File: src/rtl/ball_motion_ctrl.sv
// Frame-rate ball motion controller: owns the ball centre, latches and arbitrates
// player kicks, reflects off field walls and detects goals through either mouth.
`timescale 1ns/1ps

module ball_motion_ctrl #(
    parameter int X_MIN       = 144,
    parameter int X_MAX       = 783,
    parameter int Y_MIN       = 35,
    parameter int Y_MAX       = 514,
    parameter int RADIUS      = 6,
    parameter int GOAL_Y_LO   = 214,
    parameter int GOAL_Y_HI   = 334,
    parameter int SPEED       = 4,
    parameter int GOAL_FRAMES = 60
) (
    input  logic        clk,
    input  logic        reset,
    input  logic        frame_tick,
    input  logic        start,
    input  logic        kick_a,
    input  logic        kick_b,
    input  logic [3:0]  kick_vy_a,
    input  logic [3:0]  kick_vy_b,
    output logic [10:0] ball_x,
    output logic [10:0] ball_y,
    output logic        goal_a,
    output logic        goal_b,
    output logic [1:0]  state
);

    localparam int CX = (X_MIN + X_MAX) / 2;
    localparam int CY = (Y_MIN + Y_MAX) / 2;
    localparam int CW = $clog2(GOAL_FRAMES) + 1;

    localparam logic signed [11:0] X_LO = 12'(X_MIN + RADIUS);
    localparam logic signed [11:0] X_HI = 12'(X_MAX - RADIUS);
    localparam logic signed [11:0] Y_LO = 12'(Y_MIN + RADIUS);
    localparam logic signed [11:0] Y_HI = 12'(Y_MAX - RADIUS);
    localparam logic signed [11:0] M_LO = 12'(GOAL_Y_LO);
    localparam logic signed [11:0] M_HI = 12'(GOAL_Y_HI);
    localparam logic signed [3:0]  SPD  = 4'(SPEED);

    typedef enum logic [1:0] {
        IDLE  = 2'd0,
        SERVE = 2'd1,
        MOVE  = 2'd2,
        GOAL  = 2'd3
    } state_t;

    state_t             state_q, state_d;
    logic [10:0]        x_q, x_d, y_q, y_d;
    logic signed [3:0]  vx_q, vx_d, vy_q, vy_d;
    logic signed [3:0]  cap_vy_a_q, cap_vy_a_d, cap_vy_b_q, cap_vy_b_d;
    logic               pend_a_q, pend_a_d, pend_b_q, pend_b_d;
    logic               last_b_q, last_b_d;
    logic [CW-1:0]      cnt_q, cnt_d;
    logic               goal_a_q, goal_a_d, goal_b_q, goal_b_d;

    logic               accept, take_a, take_b, win_a, win_b, do_move;
    logic signed [3:0]  kvx, kvy, nvx, nvy;
    logic signed [11:0] nx, ny, nx_c, ny_c;
    logic               hit_l, hit_r, in_mouth;

    // NOTE: every variable written here gets a default first so no latch is inferred.
    always_comb begin
        state_d    = state_q;
        x_d        = x_q;
        y_d        = y_q;
        vx_d       = vx_q;
        vy_d       = vy_q;
        cap_vy_a_d = cap_vy_a_q;
        cap_vy_b_d = cap_vy_b_q;
        pend_a_d   = pend_a_q;
        pend_b_d   = pend_b_q;
        last_b_d   = last_b_q;
        cnt_d      = cnt_q;
        goal_a_d   = 1'b0;
        goal_b_d   = 1'b0;
        do_move    = 1'b0;

        accept = (state_q == SERVE) || (state_q == MOVE);
        if (accept && kick_a) begin
            pend_a_d   = 1'b1;
            cap_vy_a_d = kick_vy_a;
        end
        if (accept && kick_b) begin
            pend_b_d   = 1'b1;
            cap_vy_b_d = kick_vy_b;
        end
        if (frame_tick) begin
            pend_a_d = 1'b0;
            pend_b_d = 1'b0;
        end

        // A kick arriving with frame_tick counts for that tick.
        take_a = accept && (pend_a_q || kick_a);
        take_b = accept && (pend_b_q || kick_b);
        win_a  = take_a && (!take_b || last_b_q);
        win_b  = take_b && !win_a;

        kvx = vx_q;
        kvy = vy_q;
        if (win_a) begin
            kvx = SPD;
            kvy = kick_a ? kick_vy_a : cap_vy_a_q;
        end else if (win_b) begin
            kvx = -SPD;
            kvy = kick_b ? kick_vy_b : cap_vy_b_q;
        end

        nx   = $signed({1'b0, x_q}) + 12'(kvx);
        ny   = $signed({1'b0, y_q}) + 12'(kvy);
        nvx  = kvx;
        nvy  = kvy;
        ny_c = ny;
        if (ny < Y_LO) begin
            ny_c = Y_LO;
            nvy  = -kvy;
        end else if (ny > Y_HI) begin
            ny_c = Y_HI;
            nvy  = -kvy;
        end

        hit_l    = nx < X_LO;
        hit_r    = nx > X_HI;
        in_mouth = (ny_c >= M_LO) && (ny_c <= M_HI);
        nx_c     = nx;
        if (hit_l) begin
            nx_c = X_LO;
            nvx  = -kvx;
        end else if (hit_r) begin
            nx_c = X_HI;
            nvx  = -kvx;
        end

        case (state_q)
            IDLE:  if (start) state_d = SERVE;
            SERVE: do_move = frame_tick && (win_a || win_b);
            MOVE:  do_move = frame_tick;
            GOAL: begin
                if (frame_tick) begin
                    if (cnt_q == CW'(GOAL_FRAMES - 1)) begin
                        state_d = SERVE;
                        cnt_d   = '0;
                    end else begin
                        cnt_d = cnt_q + 1'b1;
                    end
                end
            end
            default: state_d = IDLE;
        endcase

        if (do_move) begin
            if (win_a || win_b) last_b_d = win_b;
            if ((hit_l || hit_r) && in_mouth) begin
                state_d  = GOAL;
                x_d      = 11'(CX);
                y_d      = 11'(CY);
                vx_d     = '0;
                vy_d     = '0;
                cnt_d    = '0;
                goal_a_d = hit_r;
                goal_b_d = hit_l;
            end else begin
                state_d = MOVE;
                x_d     = 11'(nx_c);
                y_d     = 11'(ny_c);
                vx_d    = nvx;
                vy_d    = nvy;
            end
        end
    end

    // NOTE: state registers use non-blocking assignments so all of them update together.
    always_ff @(posedge clk) begin
        if (reset) begin
            state_q    <= IDLE;
            x_q        <= 11'(CX);
            y_q        <= 11'(CY);
            vx_q       <= '0;
            vy_q       <= '0;
            cap_vy_a_q <= '0;
            cap_vy_b_q <= '0;
            pend_a_q   <= 1'b0;
            pend_b_q   <= 1'b0;
            last_b_q   <= 1'b1;
            cnt_q      <= '0;
            goal_a_q   <= 1'b0;
            goal_b_q   <= 1'b0;
        end else begin
            state_q    <= state_d;
            x_q        <= x_d;
            y_q        <= y_d;
            vx_q       <= vx_d;
            vy_q       <= vy_d;
            cap_vy_a_q <= cap_vy_a_d;
            cap_vy_b_q <= cap_vy_b_d;
            pend_a_q   <= pend_a_d;
            pend_b_q   <= pend_b_d;
            last_b_q   <= last_b_d;
            cnt_q      <= cnt_d;
            goal_a_q   <= goal_a_d;
            goal_b_q   <= goal_b_d;
        end
    end

    assign ball_x = x_q;
    assign ball_y = y_q;
    assign goal_a = goal_a_q;
    assign goal_b = goal_b_q;
    assign state  = state_q;

endmodule

File: config.mk
export PLATFORM = sky130hd
export DESIGN_NAME = ball_motion_ctrl
export DESIGN_NICKNAME = d
export VERILOG_FILES = /design/src/rtl/ball_motion_ctrl.sv
export SDC_FILE = /design/constraint.sdc
export NUM_CORES = 1
export LEC_CHECK = 0
export ABC_AREA = 1
export CORE_AREA = 5 5 82 99
export DETAILED_ROUTE_END_ITERATION = 6
export DIE_AREA = 0 0 87 104
export DONT_BUFFER_PORTS = 1
export PLACE_DENSITY = 0.71
export SETUP_SLACK_MARGIN = 0.05
export SLEW_MARGIN = 20
export SYNTH_ARGS = -nofsm -noshare
export SYNTH_HDL_FRONTEND = slang
export SYNTH_SLANG_ARGS = --single-unit
File: constraint.sdc
create_clock -name clk -period 4.2 [get_ports clk]
set_input_delay 0.84 -clock clk [delete_from_list [all_inputs] [get_ports clk]]
set_output_delay 0.84 -clock clk [all_outputs]
set_load 0.05 [all_outputs]
==> results by stage <==
Power:
- The largest vdd supply drop is roughly 0.17 mV.
- The leakage power total is 0.00218 uW.
- The design draws approximately 1300 uW.
- The ratio of total power to cell area is just over 300 mW/mm^2.

Yosys:
- The share of the Yosys chip area taken by registers is approximately a quarter.
- The combinational family with the most area after synthesis is simple AND/OR/NAND/NOR gates.
- The share of synthesized area in the top cell type comes to 25.5%.
- The compound-cell area share of the yosys netlist is 11.9%.
- Of the total synthesized cell area, the portion taken by full adders, half adders and majority gates is 10.2%.
- In the post-synthesis netlist, the biggest area contributors are dfxtp_1 (25%), nand2_1 (20%), ha_1 (9.2%).
- The mean post-synth cell area is 6.14 sq um.
- The library cell with the largest summed area after synthesis is dfxtp_1.
- The Yosys step of the flow raised 0 warnings.
- The number of distinct library cells after synthesis is 38.
- The synthesized-area fraction occupied by xor and xnor cells is 1.87%.
- The post-synthesis net count is approximately 710.
- The gate count after technology mapping is between 600 and 700.
- In this run, synthesis produced a sequential element count of 52.
- The area of the mapped netlist is 0.00409 sq mm.
- The simple-gate portion of the synthesized area is approximately two fifths.
- Multiplexer cells account for 0.276% of the synthesized area.

Job:
- The number of maximum-capacitance constraint violations is 0.

Global routing:
- The remaining global-route overflow is 0.
- The first global-routing pass estimated 18.4 mm of wire.
- Global routing used between 20% and 30% of the available tracks.
- The number of antenna violations at the first check in global routing came to 0.
- Entering global routing, the biggest net connects 26 pins.
- The via count of the first global-routing pass is around 4000.

Drt:
- The residual antenna-violating net count after detailed routing is 0.
- The detailed-route wire length is ~11 mm.
- For this run, design rule violations remaining after detail routing come to 0.
- The number of search-and-repair iterations in the first detailed-routing pass is 4.
- Dividing the detail-routed wire length by the instance count gives 14.2 um.
- The routed via count is approximately 4200.
- After detailed routing, the number of vias per cell comes to about 5.5.
- For this block, the initial DRC count from the detailed router was between 150 and 200.

STA:
- The least setup slack across all paths after layout is approximately 0.4 ns.
- Setup repair after global routing could not meet its margin everywhere.
- The final hold violation count is 0.
- The number of pins with negative max-slew slack in the final report is 0.
- The clock period minus worst slack is between 3 and 4 ns.
- The number of failing setup endpoints in the final timing report is 0.
- The worst path uses between 90% and 100% of the clock period.
- The normalized max-slew margin is 44.9%.
- Clock skew on the completed layout was measured at slightly below 0.006 ns.
- The achievable clock frequency is roughly 260 MHz.
- Adding up every negative setup slack in the final design gives 0 ns.
- At the pin with the least slew margin, the transition time is just over 0.8 ns.

Clock network:
- TritonCTS built the clock tree.
- The longest clock path from root to sink contains 2 buffers.
- After clock tree synthesis, the clock-pin slew on the worst setup and hold paths is around 0.10 ns.
- The clock tree synthesis step divided the H-tree into 2 levels.
- The number of clock buffers added by TritonCTS is 5.
- Clock tree synthesis selected as its root buffer the cell clkbuf_8.
- The clock drives 52 sinks.
- For the worst-skew pair, the clock arrives at the later sink with an insertion delay of about 0.31 ns.

Cells and area:
- Fill cells in the final layout number 730.
- In the layout the commonest cells are nand2_1 (218), inv_1 (96), nor2_1 (60).
- Cells with a size suffix above 1 make up 7.72% of the layout.
- The leading cell type in the layout, fill and taps excluded is nand2_1.
- The area overhead of the layout relative to synthesis is 6.55%.
- The number of diodes is 0.
- The utilization after layout is roughly three fifths.
- The post-layout net count is just over 700.

Die:
- The width of the die is between 80 and 90 um.
- The area of the die is roughly 0.0090 sq mm.
- The die height is between 100 and 150 um.
- Pin placement for this block handled 40 I/O pins.
- The placeable core area is 0.00710 sq mm.
- The effective utilization at floorplan is between 50% and 60%.
- The floorplan has 34 rows.

Worst setup path:
- The critical-path maximum fanout is 10.
- STA classifies the critical path endpoint as a flip-flop.
- For the worst setup path, the data required time is around 4.4 ns.
- The signal arrival time at the worst endpoint is 4.00 ns.
- The critical path startpoint category is a flip-flop.
- The category of the critical setup timing path is flip-flop to flip-flop.

Placed design:
- The sum of net half-perimeters after detailed placement is 8.54 mm.
- The number of buffer cells added on primary ports is 0.
- At the placement stage, the worst setup path has a slack of 0.221 ns.
- At the end of routability-driven placement, the weighted congestion stood at between 1 and 1.5.

Run status:
- The run finished with clean final reports.

Hold path:
- In this run the worst hold path is classified as flip-flop to flip-flop.
[synth_stat cells]
| master | number |
|---|---|
| o21ai_0 | 24 |
| o2111ai_1 | 1 |
| nor4b_2 | 1 |
| inv_2 | 4 |
| o211a_1 | 1 |
| a31oi_1 | 1 |
| nor3_1 | 10 |
| o22ai_1 | 5 |
| o21a_1 | 2 |
| o21bai_1 | 3 |
| nand3_1 | 48 |
| nor2_4 | 1 |
| nor4_1 | 1 |
| ha_1 | 30 |
| a21oi_4 | 1 |
| o211ai_1 | 2 |
| nand3_2 | 1 |
| nand4_1 | 16 |
| xnor2_1 | 1 |
| nand2_1 | 219 |
| nor3_2 | 1 |
| nor2_1 | 60 |
| nand4_4 | 2 |
| o21ai_2 | 1 |
| inv_1 | 96 |
| nand3b_1 | 5 |
| mux2_2 | 1 |
| xor2_1 | 4 |
| xor2_2 | 2 |
| dfxtp_1 | 52 |
| o21ai_1 | 5 |
| a21oi_1 | 41 |
| clkbuf_1 | 9 |
| nor2_2 | 2 |
| buf_6 | 1 |
| nand2_2 | 8 |
| fa_1 | 2 |
| clkinv_1 | 1 |
[worst paths after layout]
check,end,slack (ns),start,depth (start not counted)
worst max-delay path,cnt_q[1]$_SDFF_PP0_,0.41,state[0]$_SDFFE_PP0P_,21
worst min-delay path,cap_vy_b_q[3]$_SDFFE_PP0P_,0.46,cap_vy_b_q[3]$_SDFFE_PP0P_,2
worst max register to register,cnt_q[1]$_SDFF_PP0_,0.41,state[0]$_SDFFE_PP0P_,21
worst min register to register,cap_vy_b_q[3]$_SDFFE_PP0P_,0.46,cap_vy_b_q[3]$_SDFFE_PP0P_,2
[final cells by class]
| type | count | area [sq um] | area share (%) |
|---|---|---|---|
| Clock buffer | 6 | 72.6 | 1.67 |
| Clock inverter | 2 | 13.8 | 0.316 |
| Inverter | 101 | 379 | 8.71 |
| Multi-Input combinational cell | 502 | 2650 | 60.9 |
| Sequential cell | 52 | 1040 | 23.9 |
| Tap cell | 90 | 113 | 2.59 |
| Timing Repair Buffer | 11 | 82.6 | 1.90 |
[per-stage QoR]
step / cell area [sq um] / std cells / hold slack, ns
2_1_floorplan: 4090 / 665 / 0.429
3_5_place_dp: 4220 / 754 / 0.447
4_1_cts: 4310 / 762 / 0.462
5_1_grt: 4350 / 764 / 0.485
3_3_place_gp: 4220 / 754 / 0.440
6_report: 4350 / 764 / 0.460
[report_power, final]
group	total [uW]	switching (uW)	internal (uW)
registers	517	13.9	503
clock network	304	185	120
logic	526	354	173
total	1350	552	795
[metal layers]
layer / global-route usage, % / wire length (um) / vias to the layer above
met5: 0 / 0 / -
met3: 4.12 / 448 / 26
met4: 8.35 / 285 / 0
li1: - / - / 2151
met1: 28.9 / 4560 / 1939
met2: 44.0 / 5570 / 96
[worst max-delay path, stage by stage (launching register included)]
cell and delay [ns]:
dfxtp_1 0.34, inv_1 0.07, ha_1 0.36, nand2_1 0.12, nand2_2 0.08, nor2_1 0.18
nand2_1 0.09, nand2_1 0.09, nor2_2 0.04, buf_4 0.18, ha_1 0.40, nand2_1 0.12
nor2_1 0.19, nand3_1 0.15, nand4_1 0.13, nand2_1 0.06, nor2_1 0.28, nand4_4 0.19
nor2_4 0.17, nand3_2 0.20, nand2_1 0.19, a21oi_1 0.06
[state kept, by name, summed over array words and instances (netlist names), 2 cells and up]
register    count
ball_x         11
cnt_q           7
state           2
vy_q            4
cap_vy_b_q      4
vx_q            4
ball_y         11
cap_vy_a_q      4
[logic make-up after synthesis]
family                     Yosys count
xor gates and xnor gates             7
and+or+nand+nor                    375
DFF                                 52
buffers and inverters              111
muxes                                1
AOI/OAI and AO/OA                   87
adders and majority gates           32
[repair_timing]
item | 4_1_cts | 5_1_grt
buffers inserted | 0 | 2
hold buffers | 0 | 0
setup endpoints to repair | 0 | 33
resized for setup | 0 | 9
Power figures use the tool's default switching activity.
